`src/rtl/memory_sequencer.sv`:
```
// Initiator side of the dual-space word memory: a stallable instruction fetch
// stream plus a valid/ready load/store request port with a one-cycle response.
module memory_sequencer #(
  parameter logic [15:0] RESET_PC = 16'h0000
) (
  input  logic        clock,
  input  logic        reset,
  input  logic        req_valid,
  output logic        req_ready,
  input  logic [1:0]  req_op,
  input  logic [15:0] req_address,
  input  logic [15:0] req_value,
  output logic        resp_valid,
  output logic [15:0] resp_data,
  input  logic        pc_load,
  input  logic [15:0] pc_target,
  input  logic        instruction_ready,
  output logic        instruction_valid,
  output logic [15:0] instruction,
  output logic [15:0] instruction_pc,
  output logic [15:0] program_counter,
  output logic [15:0] address,
  output logic [15:0] value,
  output logic        memory_store_enable,
  output logic        stack_store_enable,
  input  logic [15:0] current_instruction,
  input  logic [15:0] at_memory,
  input  logic [15:0] at_stack
);

  typedef enum logic [1:0] {IDLE, ACCESS, DONE} state_t;

  state_t      state;
  logic [1:0]  op_q;
  logic [15:0] pc;

  assign req_ready  = ((state == IDLE) || (state == DONE)) && !reset;
  assign resp_valid = (state == DONE);
  assign resp_data  = op_q[1] ? at_stack : at_memory;

  always_ff @(posedge clock or posedge reset) begin
    if (reset) begin
      state               <= IDLE;
      op_q                <= '0;
      address             <= '0;
      value               <= '0;
      memory_store_enable <= 1'b0;
      stack_store_enable  <= 1'b0;
    end else begin
      case (state)
        IDLE, DONE: begin
          if (req_valid) begin
            op_q                <= req_op;
            address             <= req_address;
            value               <= req_value;
            memory_store_enable <= (req_op == 2'b01);
            stack_store_enable  <= (req_op == 2'b11);
            state               <= ACCESS;
          end else begin
            state <= IDLE;
          end
        end
        ACCESS: begin
          memory_store_enable <= 1'b0;
          stack_store_enable  <= 1'b0;
          state               <= DONE;
        end
        default: state <= IDLE;
      endcase
    end
  end

  // While stalled, re-present the held address so the memory keeps returning that word.
  assign program_counter = (instruction_valid && !instruction_ready) ? instruction_pc : pc;
  assign instruction     = current_instruction;

  always_ff @(posedge clock or posedge reset) begin
    if (reset) begin
      pc                <= RESET_PC;
      instruction_valid <= 1'b0;
      instruction_pc    <= '0;
    end else if (pc_load) begin
      pc                <= pc_target;
      instruction_valid <= 1'b0;
    end else if (!instruction_valid || instruction_ready) begin
      instruction_pc    <= pc;
      instruction_valid <= 1'b1;
      pc                <= pc + 16'd1;
    end
  end

endmodule

```
`config.mk`:
```
export PLATFORM = sky130hd
export DESIGN_NAME = memory_sequencer
export DESIGN_NICKNAME = d
export VERILOG_FILES = /design/src/rtl/memory_sequencer.sv
export SDC_FILE = /design/constraint.sdc
export NUM_CORES = 1
export LEC_CHECK = 0
export BUFFER_PORTS_ARGS = -buffer_cell sky130_fd_sc_hd__buf_2
export CORE_MARGIN = 4
export CORE_UTILIZATION = 47
export CTS_CLUSTER_SIZE = 24
export DETAILED_ROUTE_END_ITERATION = 12
export GPL_ROUTABILITY_DRIVEN = 0
export MAX_ROUTING_LAYER = met4
export PLACE_DENSITY = 0.83
export SLEW_MARGIN = 20
export SYNTH_ARGS = -nofsm -noshare
export SYNTH_HDL_FRONTEND = slang
export SYNTH_SLANG_ARGS = --single-unit
```
`constraint.sdc`:
```
create_clock -name clock -period 5.9 [get_ports clock]
set_input_delay 1.18 -clock clock [delete_from_list [all_inputs] [get_ports clock]]
set_output_delay 1.18 -clock clock [all_outputs]
set_load 0.01 [all_outputs]
```
Word level (Yosys, flattened, before mapping)
Cells that the tools add are included.
- eq/ne operators: 5
- reduce and logical (&&, ||, !) cells: 14
- muxes and demuxes: 12
- bitwise operators: 1
- add/subtract/negate cells: 1
- operators by type and width (cell ; number):
    $mux W16 ; 4
    $add A16 B1 Y16 const B ; 1
    $reduce_and A2 Y1 ; 3
    $mux W1 ; 5
    $eq A2 B1 Y1 const B ; 2
    $eq A2 B2 Y1 const B ; 2
    $pmux W1 S2 ; 2
    $pmux W2 S2 ; 1
    $reduce_bool A2 Y1 ; 2
    $logic_not A1 Y1 ; 3
    $logic_and A1 B1 Y1 ; 2
    $logic_not A2 Y1 ; 1
    $logic_or A1 B1 Y1 ; 2
    $ne A2 B2 Y1 const B ; 1
    $reduce_or A2 Y1 ; 1
    $not A1 Y1 ; 1
- bits of input ports: 103
- logic and storage cells: 42
- register bits: 71
- output and inout port bits: 101

Depth between registers and ports, before layout
- word-level depth: 4
- gate-level depth with buffers: 6
- mapped depth without buffers: 4

Least setup slack after synthesis
Ideal clock, no wire load.
- kind: input-to-output
- start point: input instruction_ready
- end point: output program_counter[11]
- cell stages on the path: 6
- slack: 2550 ps
- arrival time: 2170 ps
- path buffers: 3
- required time: 4720 ps
- cells stage by stage: nand2b_1 clkbuf_1 buf_2 clkbuf_1 nand2_1 nand2_1
- word-level cells in the longest chain between the ends: 3
- RTL lines (element ; line ; RTL):
    start, declared ; 17 ; input logic instruction_ready,
    $logic_not A1 Y1 ; 74 ; assign program_counter = (instruction_valid && !instruction_ready) ? instruction_pc : pc;
    $logic_and A1 B1 Y1 ; 74 ;
    $mux W16 ; 74 ;
    end, declared ; 21 ; output logic [15:0] program_counter,
Every way passes these cells.

Worst setup path in the final report
- start point: input instruction_ready
- end point: output program_counter[12]
The elaborated chain is that of the path after synthesis.

==> PnR_summary.wiki <==
{| class="wikitable"
! Metric !! Value
|-
| Number of filler cells placed in the layout || 575
|-
| Class of the tightest hold or removal check || flip-flop to flip-flop
|-
| Beginning of the worst hold path || state[1]
|-
| Top fanout value on the critical path || 26
|-
| Hold-critical path depth || 1
|-
| Worst EP arrival || around 2.2 ns
|-
| Average detailed-routed wire length per instance || 16.7 um
|-
| Combinational fraction of design power || a little under a quarter
|-
| Clock tree from TritonCTS || done
|-
| Sequential cell area || between 1500 and 2000 um^2
|-
| Depth of the most critical reg-to-reg path || 5
|-
| First-pass GRT wire length || 14400 um
|-
| Worst Skew || 0.0144 ns
|-
| Switch Pwr || ~420 uW
|-
| Switching share of power || 31.4%
|-
| Post-Syn Nets || between 400 and 500
|-
| Via count of the first global-routing pass || 2880
|-
| H-tree level count || 3
|-
| Detail-routed via count per cell || slightly above 5
|-
| Endpoint with the worst hold slack || state[1]
|-
| Initial antenna violation count || 2
|-
| Die Area || between 8000 and 9000 um^2
|-
| Element type at the critical path end || output pin
|-
| Width of the die || a little over 90 um
|-
| Largest incremental delay on the critical path || ~0.46 ns
|-
| Clock transition at the register clock pins on the worst setup and hold paths after CTS || about 0.070 ns
|-
| Detailed route wirelength on metal2 || 4650 um
|-
| Count of final max-slew check failures || 0
|-
| Post-synth ARST share || 100%
|-
| Internal power contribution || roughly 910 uW
|-
| Cts bufs inserted || 9
|-
| Core area || ~7000 um^2
|-
| Layout-stage area growth over the synthesis result || 30.0%
|-
| Syn Area/Cell || about 11 um^2
|-
| Crit Path Category || input pin to output pin
|-
| Number of remaining DRC errors || 0
|-
| Fraction of final layout cells sized beyond drive strength 1 || approximately 56%
|-
| Combined area of the multi-input logic cells || around 1500 um^2
|-
| Primary FF master, synth || sky130_fd_sc_hd__dfrtp_1
|-
| Dominant cell type by area after synthesis || sky130_fd_sc_hd__dfrtp_1
|-
| Final worst-path cycle share || a little under three fifths
|-
| Post-synthesis cell count || between 300 and 400
|-
| Cell Chain, Critical Path || buf_2 -> nand2b_2 -> nand2_1 -> nand2_1 -> buf_2
|-
| Worst r2r dst || instruction_pc[1]
|-
| Max clock buf depth || 2
|-
| Summed instance area of the synthesized netlist || between 3000 and 4000 um^2
|-
| Distinct cell type count of the synthesized netlist || 33
|-
| Hold buffer count at cts || 0
|-
| Fin nets || about 560
|-
| Num rows || 30
|-
| Routed wire length || between 9000 and 10000 um
|-
| Sum of net half-perimeters after detailed placement || 7180 um
|-
| Fraction of power consumed by the clock network || 30.3%
|-
| Maximum frequency from static timing analysis || between 0.2 and 0.3 GHz
|-
| Worst reg-to-reg setup slack || 4.00 ns
|-
| Synth Register Bits || 70
|-
| Final setup violation count || 0
|-
| Unrepaired setup endpoints after global routing || false
|-
| Global-route total usage across every layer || 21.9%
|-
| Maximum number of pins on one net before global-route repair || 43
|-
| WL met3 || between 700 and 800 um
|-
| Antenna violation net count after detailed routing || 0
|-
| Number of I/O port buffers || approximately 170
|-
| Pre-CTS setup slack || 2.20 ns
|-
| Slowest cell on crit path || sky130_fd_sc_hd__nand2b_2
|-
| Post-synth EDFFs || 0
|-
| Maximum capacitance violations || 0
|-
| Min cycle time layout || 3.34 ns
|-
| Total Negative Setup Slacks || 0 ns
|-
| Final WS setup || around 2.6 ns
|-
| Number of setup buffers added after CTS || 0
|-
| Clock sinks || 70
|-
| Top cells by area, synth || sky130_fd_sc_hd__dfrtp_1 51%, sky130_fd_sc_hd__mux2_2 21%, sky130_fd_sc_hd__nand2_1 6.5%, sky130_fd_sc_hd__buf_4 3.5%, sky130_fd_sc_hd__o21ai_0 2.1%
|-
| Total count of hold-check failures in the final report || 0
|-
| Starting Density || 49.4%
|-
| Vertical extent of the die || just over 90 um
|-
| Count of cells resized by post-cts repair || 0
|-
| Slew at the pin closest to its max-slew limit || between 0.9 and 1 ns
|-
| Library cell used as clock root buffer || sky130_fd_sc_hd__clkbuf_8
|-
| Count of TritonRoute iterations in the first routing pass || 4
|-
| Register area share after synthesis || between 50 and 60%
|-
| Data required time of the worst path || roughly 4.7 ns
|-
| Worst slew margin || 34.6%
|-
| Element type at the critical path start || input pin
|-
| Power density normalized to cell area || approximately 300 nW/um^2
|-
| Via count || a little under 3k
|-
| Run status || finished, final reports clean
|-
| Clock latency reported for the late side of the worst-skew pair || ~0.35 ns
|-
| Static leakage || approximately 2.2 nW
|-
| Count of pins on the block boundary || slightly above 200
|-
| Total number of yosys warnings || 0
|-
| Highest signal layer in the routed design || met4
|-
| Peak supply drop || roughly 170 uV
|-
| Startpoint of the lowest-slack register-to-register path || instruction_valid
|-
| Total overflow reported by the global router || 0
|-
| Area share of the largest cell type after synthesis || 51.4%
|-
| Violation count after the first detailed-routing iteration || 112
|-
| Relative contribution of sequential cells to total power || a little under half
|-
| Post-route met1 wirelength || between 3000 and 4000 um
|}
## state kept, by name, summed over array words and instances (netlist names)
register / count
instruction_valid: 1
pc: 16
value: 16
stack_store_enable: 1
instruction_pc: 16
state: 2
memory_store_enable: 1
address: 16
op_q: 1
## worst max-delay path: cells and delay by family
| family | cells | cell delay [ns] |
|---|---|---|
| buf+inv | 2 | 0.23 |
| simple gates | 3 | 0.75 |
## layout by cell type, fill, tap and decap left out, types with 2 or more instances in the layout
cell	netlist	routed
sky130_fd_sc_hd__inv_6	0	3
sky130_fd_sc_hd__o21ai_0	14	14
sky130_fd_sc_hd__dfrtp_1	70	70
sky130_fd_sc_hd__nand4_1	6	6
sky130_fd_sc_hd__buf_2	7	171
sky130_fd_sc_hd__mux2_2	65	65
sky130_fd_sc_hd__a31oi_1	5	5
sky130_fd_sc_hd__a32o_1	2	2
sky130_fd_sc_hd__inv_1	5	4
sky130_fd_sc_hd__clkinvlp_4	0	2
sky130_fd_sc_hd__or3_1	4	4
sky130_fd_sc_hd__clkbuf_8	0	9
sky130_fd_sc_hd__xnor2_1	3	3
sky130_fd_sc_hd__nand3_1	7	7
sky130_fd_sc_hd__or4_1	3	3
sky130_fd_sc_hd__nor2b_1	4	3
sky130_fd_sc_hd__o211ai_1	2	2
sky130_fd_sc_hd__xor2_1	5	5
sky130_fd_sc_hd__diode_2	0	2
sky130_fd_sc_hd__buf_4	16	3
sky130_fd_sc_hd__nand2_1	59	59
sky130_fd_sc_hd__nor2_1	8	8
## cell type report
class | count | area share (%)
Tap cell | 96 | 2.71
Clock inverter | 7 | 1.81
Sequential cell | 70 | 39.5
Antenna cell | 2 | 0.113
Multi-Input combinational cell | 200 | 32.9
Clock buffer | 9 | 2.79
Timing Repair Buffer | 174 | 19.8
Inverter | 5 | 0.423
## power groups by stage
stage | logic [mW] | registers, mW | clock network [mW]
global placement | 0.306 | 0.613 | 0
CTS | 0.317 | 0.609 | 0.407
floorplan | 0.169 | 0.624 | 0
finish | 0.312 | 0.609 | 0.401
global route | 0.342 | 0.619 | 0.431
detailed placement | 0.316 | 0.618 | 0
## cells in the mapped netlist (all sizes together) (2+ instances only)
master	instances
nand3	7
o21ai	14
a32o	2
nor2b	4
mux2	65
or4	3
nand2	59
and3	2
clkbuf	9
xnor2	3
nand4	7
xor2	5
or3	4
a31oi	5
and4	2
dfrtp	70
o211ai	2
nor2	8
inv	5
buf	24
## per-stage QoR
stage          power [mW]  instance area [um^2]  hold WS, ns  cells  utilization, %
6_report             1.32                  4440        0.453    563            64.2
3_3_place_gp        0.919                  4220        0.420    545            61.2
5_1_grt              1.39                  4440        0.477    563            64.2
4_1_cts              1.33                  4430        0.446    561            64.1
2_1_floorplan       0.793                  3410        0.406    308               -
3_5_place_dp        0.934                  4220        0.434    545            61.2
## metal layers
metal  global-route usage (%)  up-vias
met5                        -        -
met3                     5.47       25
met1                     26.5     1376
met2                     35.2      122
met4                     9.28        0
li1                         -     1360
## cell families after synthesis
logic type,count (synthesis),share of synthesized area (%)
xor+xnor,8,2.05
fa+ha+maj,1,0.367
buf+inv,38,6.20
compound gates,24,4.22
mux,66,21.8
simple gates,101,14.0
flops,70,51.4
## worst max path at each step
stage                                  from                   to  cells past startpoint  slack, ns
after global routing      instruction_ready   program_counter[2]                      5       2.47
final                     instruction_ready  program_counter[12]                      5       2.56
after detailed placement  instruction_ready  program_counter[12]                      5       2.20
after floorplan           instruction_ready  program_counter[11]                      6       2.55
after CTS                 instruction_ready  program_counter[12]                      5       2.21
after global placement    instruction_ready   program_counter[8]                      5       2.28
Note: power is estimated with default switching activity, not from simulation.
